===== src/rtl/serial_subtractor_if.sv =====
// Operand/result bundle for serial_subtractor.
// The master drives the request and operands; the slave returns status and result.
interface serial_subtractor_if #(
  parameter int WIDTH = 8
);
  logic             start;
  logic [WIDTH-1:0] a;
  logic [WIDTH-1:0] b;
  logic             bin;
  logic             busy;
  logic             done;
  logic [WIDTH-1:0] diff;
  logic             bout;
  logic             ovf;

  modport master (
    output start, a, b, bin,
    input  busy, done, diff, bout, ovf
  );

  modport slave (
    input  start, a, b, bin,
    output busy, done, diff, bout, ovf
  );
endinterface


===== src/rtl/serial_subtractor.sv =====
// Bit-serial a - b - bin, LSB first, one bit per clock through a single
// full-subtractor cell whose borrow is carried between bits in a flip-flop.
module fullsubtractor1 (
  input  logic i_a,
  input  logic i_b,
  input  logic i_bin,
  output logic o_diff,
  output logic o_bout
);
  assign o_diff = i_a ^ i_b ^ i_bin;
  assign o_bout = (~i_a & i_b) | (~(i_a ^ i_b) & i_bin);
endmodule

module serial_subtractor #(
  parameter int WIDTH = 8
) (
  input  logic          clk,
  input  logic          rst_n,
  serial_subtractor_if.slave bus
);
  localparam int CNT_W = $clog2(WIDTH);

  typedef enum logic [1:0] {IDLE, SHIFT, DONE} state_t;

  state_t           r_state;
  state_t           w_nextState;
  logic [WIDTH-1:0] r_aSh;
  logic [WIDTH-1:0] r_bSh;
  logic [WIDTH-2:0] r_res;
  logic [WIDTH-1:0] r_diff;
  logic [CNT_W-1:0] r_cnt;
  logic             r_brw;
  logic             r_signA;
  logic             r_signB;
  logic             r_bout;
  logic             r_ovf;
  logic [WIDTH-1:0] w_resNext;
  logic             w_cellDiff;
  logic             w_cellBout;
  logic             w_load;
  logic             w_shift;
  logic             w_last;

  fullsubtractor1 u_cell (
    .i_a    (r_aSh[0]),
    .i_b    (r_bSh[0]),
    .i_bin  (r_brw),
    .o_diff (w_cellDiff),
    .o_bout (w_cellBout)
  );

  // r_res only keeps the upper WIDTH-1 partial bits; the final bit goes
  // straight from the cell into r_diff on the last shift edge.
  assign w_resNext = {w_cellDiff, r_res};
  assign w_last    = (r_cnt == CNT_W'(WIDTH - 1));

  always_comb begin
    w_nextState = r_state;
    w_load      = 1'b0;
    w_shift     = 1'b0;
    case (r_state)
      IDLE: begin
        if (bus.start) begin
          w_load      = 1'b1;
          w_nextState = SHIFT;
        end
      end
      SHIFT: begin
        w_shift = 1'b1;
        if (w_last) begin
          w_nextState = DONE;
        end
      end
      DONE:    w_nextState = IDLE;
      default: w_nextState = IDLE;
    endcase
  end

  always_ff @(posedge clk) begin
    if (!rst_n) begin
      r_state <= IDLE;
      r_aSh   <= '0;
      r_bSh   <= '0;
      r_res   <= '0;
      r_diff  <= '0;
      r_cnt   <= '0;
      r_brw   <= 1'b0;
      r_signA <= 1'b0;
      r_signB <= 1'b0;
      r_bout  <= 1'b0;
      r_ovf   <= 1'b0;
    end else begin
      r_state <= w_nextState;
      if (w_load) begin
        r_aSh   <= bus.a;
        r_bSh   <= bus.b;
        r_brw   <= bus.bin;
        r_signA <= bus.a[WIDTH-1];
        r_signB <= bus.b[WIDTH-1];
        r_cnt   <= '0;
      end else if (w_shift) begin
        r_res <= w_resNext[WIDTH-1:1];
        r_brw <= w_cellBout;
        r_aSh <= r_aSh >> 1;
        r_bSh <= r_bSh >> 1;
        r_cnt <= r_cnt + CNT_W'(1);
        // Visible results change only here, so they hold through later shifts.
        if (w_last) begin
          r_diff <= w_resNext;
          r_bout <= w_cellBout;
          r_ovf  <= (r_signA != r_signB) && (w_resNext[WIDTH-1] != r_signA);
        end
      end
    end
  end

  assign bus.busy = (r_state != IDLE);
  assign bus.done = (r_state == DONE);
  assign bus.diff = r_diff;
  assign bus.bout = r_bout;
  assign bus.ovf  = r_ovf;
endmodule


===== src/flat_wrapper.sv =====
// flat-port wrapper written by rule: the top's interface ports become plain ports
module serial_subtractor_flat 
#(
  parameter int WIDTH = 8
)
  (clk, rst_n, bus_start, bus_a, bus_b, bus_bin, bus_busy, bus_done, bus_diff, bus_bout, bus_ovf);
  serial_subtractor_if #(.WIDTH(WIDTH)) bus_i ();
  input  logic clk;
  input  logic rst_n;
  input wire logic [$bits(bus_i.start)-1:0] bus_start;
  input wire logic [$bits(bus_i.a)-1:0] bus_a;
  input wire logic [$bits(bus_i.b)-1:0] bus_b;
  input wire logic [$bits(bus_i.bin)-1:0] bus_bin;
  output wire logic [$bits(bus_i.busy)-1:0] bus_busy;
  output wire logic [$bits(bus_i.done)-1:0] bus_done;
  output wire logic [$bits(bus_i.diff)-1:0] bus_diff;
  output wire logic [$bits(bus_i.bout)-1:0] bus_bout;
  output wire logic [$bits(bus_i.ovf)-1:0] bus_ovf;
  assign bus_i.start = bus_start;
  assign bus_i.a = bus_a;
  assign bus_i.b = bus_b;
  assign bus_i.bin = bus_bin;
  assign bus_busy = bus_i.busy;
  assign bus_done = bus_i.done;
  assign bus_diff = bus_i.diff;
  assign bus_bout = bus_i.bout;
  assign bus_ovf = bus_i.ovf;
  serial_subtractor #(.WIDTH(WIDTH)) u_core (.clk(clk), .rst_n(rst_n), .bus(bus_i));
endmodule

===== config.mk =====
export PLATFORM = sky130hd
export DESIGN_NAME = serial_subtractor_flat
export DESIGN_NICKNAME = d
export VERILOG_FILES = /design/src/rtl/serial_subtractor_if.sv /design/src/rtl/serial_subtractor.sv /design/src/flat_wrapper.sv
export SDC_FILE = /design/constraint.sdc
export NUM_CORES = 1
export LEC_CHECK = 0
export CAP_MARGIN = 10
export CORE_MARGIN = 3
export CORE_UTILIZATION = 53
export CTS_BUF_LIST = sky130_fd_sc_hd__clkbuf_4
export CTS_CLUSTER_DIAMETER = 120
export DETAILED_ROUTE_END_ITERATION = 7
export GPL_TIMING_DRIVEN = 0
export PLACE_DENSITY = 0.86
export REMOVE_ABC_BUFFERS = 1
export SETUP_SLACK_MARGIN = 0.3
export SYNTH_ARGS = -nofsm -noshare
export SYNTH_HDL_FRONTEND = slang
export SYNTH_SLANG_ARGS = --single-unit

===== constraint.sdc =====
create_clock -name clk -period 2 [get_ports clk]
set_input_delay 0.3 -clock clk [delete_from_list [all_inputs] [get_ports clk]]
set_output_delay 0.3 -clock clk [all_outputs]
set_load 0.05 [all_outputs]

==> metrics.cfg <==
[status]
outcome=complete, no violations

[sta]
setup_viol=0
max_freq_mhz=621
slew_headroom=0.237
finalMaxSlewViolations=0
fin_crit_sh=0.805
rsz0062_at_grt=false
tightest_slew_ns=1.14
hold_viol=0
fin_skew_ns=0.0102
min_period_ns=1.61
whs_ns=0.464

[worst_hold_path]
hold_path_class=flop to flop

[floorplan]
die_area_um2=3980
core_area_um2=3080
start_util=0.562
fp.dieW_um=63.1
die_y_um=63.1
num_rows=20
ioPinCount=32

[global_routing]
grt_pass1_vias=1345
antenna_found_initial=0
grt_overflow=0
grt_pass1_wl_mm=5.60
grt_max_degree=40
track_usage=0.176

[layout]
stdcell_area_um2=2090
syn_to_final_growth_pct=20.8
final_layout_size_suffix_gt1_frac=0.105
final_cells=273
antenna_cells=0
fin_nets=251
nFillCells=266

[setup_path]
worst_path_dominant_cell_family=adder cells
crit_slowest_cell=fa_2
critPathKind=flop to flop
critical_path.endpoint_type=flop
cp_max_fo=4
slowest_delay_ns=0.48
worstPathRequired_ns=2.28
crit_arrival_ns=1.89
startpoint_type=flop
worst-path-buf-inv=1
crit_chain=inv_1, fa_2, or3b_2, a31oi_1

[yosys]
synth_warnings=0
postSynthAreaPerCell_um2=8.43
synth.distinct_cells=30
netlist_area_um2=1730
synth-seq-area-share=0.475
netlist_instances=205
synth_seq_cells=41

[drt]
via_per_inst=5.14
drtAntennaViolNets=0
wl_per_cell_um=11.6
drc=0
num_vias=1402
dr.pass1.iters=4
wirelength_mm=3.16
first_iter_violations=108

[pwr]
vdd_drop_max_mv=0.425
power_density_nw_per_um2=768
power_mw=1.60
power_leakage_nw=0.791

[clocking]
cts_buffer_depth=2
clock_latency_ns=0.35
cts.clk_slew.worst_paths_ns=0.12
cts.htree.levels=2
cts_hold_buf=0
cts_setup_buffers=0
clockRootBuffer=clkbuf_4
cts.sinks=41
cts_inserted_buffers=5
cts_tree=done

[placed_design]
port_buffers=31
placed_area_um2=2010
dp.cells=265
dpl.hpwl_mm=2.12
routabilityCongestion=0.765

[run]
cap_violations=0

cells in the final DEF (no fill, tap or decap), drive strengths merged, types with 2 or more instances in the layout:
cell,n
or3b,5
inv,4
o21ai,20
a31oi,2
a21oi,26
dlygate4sd2,11
o221ai,2
a21boi,19
buf,2
nand3b,2
clkdlybuf4s50,18
dfxtp,41
clkbuf,5
nand2,54
and2,2
nor2,3
ha,2
worst paths after layout:
path | from | endpoint | slack, ns | cells past startpoint
max | u_core.r_bSh[0]$_SDFFE_PN0P_ | u_core.bus.ovf$_SDFFE_PN0P_ | 0.39 | 4
min | u_core.r_aSh[3]$_SDFFE_PN0P_ | u_core.r_aSh[2]$_SDFFE_PN0P_ | 0.46 | 2
max reg2reg | u_core.r_bSh[0]$_SDFFE_PN0P_ | u_core.bus.ovf$_SDFFE_PN0P_ | 0.39 | 4
min reg2reg | u_core.r_aSh[3]$_SDFFE_PN0P_ | u_core.r_aSh[2]$_SDFFE_PN0P_ | 0.46 | 2
worst register-to-register path, cell delays in order, from the launching register on:
cell and delay [ns]:
dfxtp_1 0.36, inv_1 0.07, fa_2 0.49, or3b_2 0.46
a31oi_1 0.18
sequential cells by signal, summed over array words and instances (netlist names):
register	count
u_core.r_res	7
u_core.bus.ovf	1
u_core.bus.bout	1
u_core.r_state	2
u_core.r_aSh	8
u_core.bus.diff	8
u_core.r_bSh	8
u_core.r_signB	1
u_core.r_brw	1
u_core.r_cnt	3
u_core.r_signA	1
routing by layer:
metal	part of all wire	global-route usage	vias up
li1	-	-	738
met1	0.45	0.201	622
met2	0.49	0.307	35
met3	0.042	0.0428	7
met4	0.015	0.0826	0
met5	0	0	-
synth_stat cells:
master / instances / area share
o211a_1: 1 / 0.0058
o21ai_2: 2 / 0.010
and2_1: 2 / 0.0072
a21oi_1: 26 / 0.075
ha_1: 2 / 0.014
inv_1: 4 / 0.0087
nand2_1: 53 / 0.12
fa_1: 1 / 0.012
nor2b_1: 1 / 0.0036
clkbuf_1: 4 / 0.0087
o21ai_0: 12 / 0.035
nand3b_1: 2 / 0.0087
and3b_1: 1 / 0.0051
o21ai_1: 6 / 0.017
nor3b_2: 1 / 0.0072
or3b_2: 4 / 0.020
dfxtp_1: 41 / 0.47
xnor2_1: 1 / 0.0051
nand2b_1: 1 / 0.0036
o221ai_1: 2 / 0.010
a31oi_1: 2 / 0.0072
a221oi_1: 1 / 0.0051
a21boi_0: 16 / 0.069
buf_2: 7 / 0.020
nand2_2: 1 / 0.0036
clkbuf_2: 1 / 0.0029
buf_6: 3 / 0.020
or3b_1: 1 / 0.0051
nor2_1: 3 / 0.0065
a21boi_1: 3 / 0.013
cell type report:
class / instances / area [um2] / share of cell area
inverters: 4 / 15.0 / 0.00719
clock inverters: 3 / 41.3 / 0.0198
clock buffers: 5 / 37.5 / 0.0180
repair buffers: 31 / 287 / 0.137
multi-input cells: 145 / 827 / 0.396
flip-flops and latches: 41 / 826 / 0.395
well taps: 44 / 55.1 / 0.0264
report_power, final:
part | internal [mW] | switching [mW] | total, mW
clock network | 0.259 | 0.266 | 0.525
registers | 0.855 | 0.0270 | 0.882
logic | 0.0944 | 0.102 | 0.197
total | 1.21 | 0.396 | 1.60
kinds of logic (layout without fill, tap and decap cells):
family,count (synthesis),after routing,share of synthesized area
DFF,41,41,0.475
xor gates and xnor gates,1,1,0.00507
and+or+nand+nor,70,70,0.186
AOI/OAI and AO/OA,71,71,0.248
adders and majority gates,3,3,0.0260
buffers and inverters,19,43,0.0600
timing repair:
action | in CTS | in global routing
gates resized for setup | 19 | 11
pin swaps | 0 | 0
endpoints found under the setup margin | 23 | 19
cloned | 0 | 0
metrics by stage:
stage               setup WS [ns]  TNS, ns   util
floorplan                   0.350        0      -
global placement           -0.132    -1.62  0.652
detailed placement        -0.0829   -0.300  0.652
CTS                         0.256        0  0.675
global route                0.330        0  0.678
finish                      0.390        0  0.678
(Power assumes the default switching activity.)
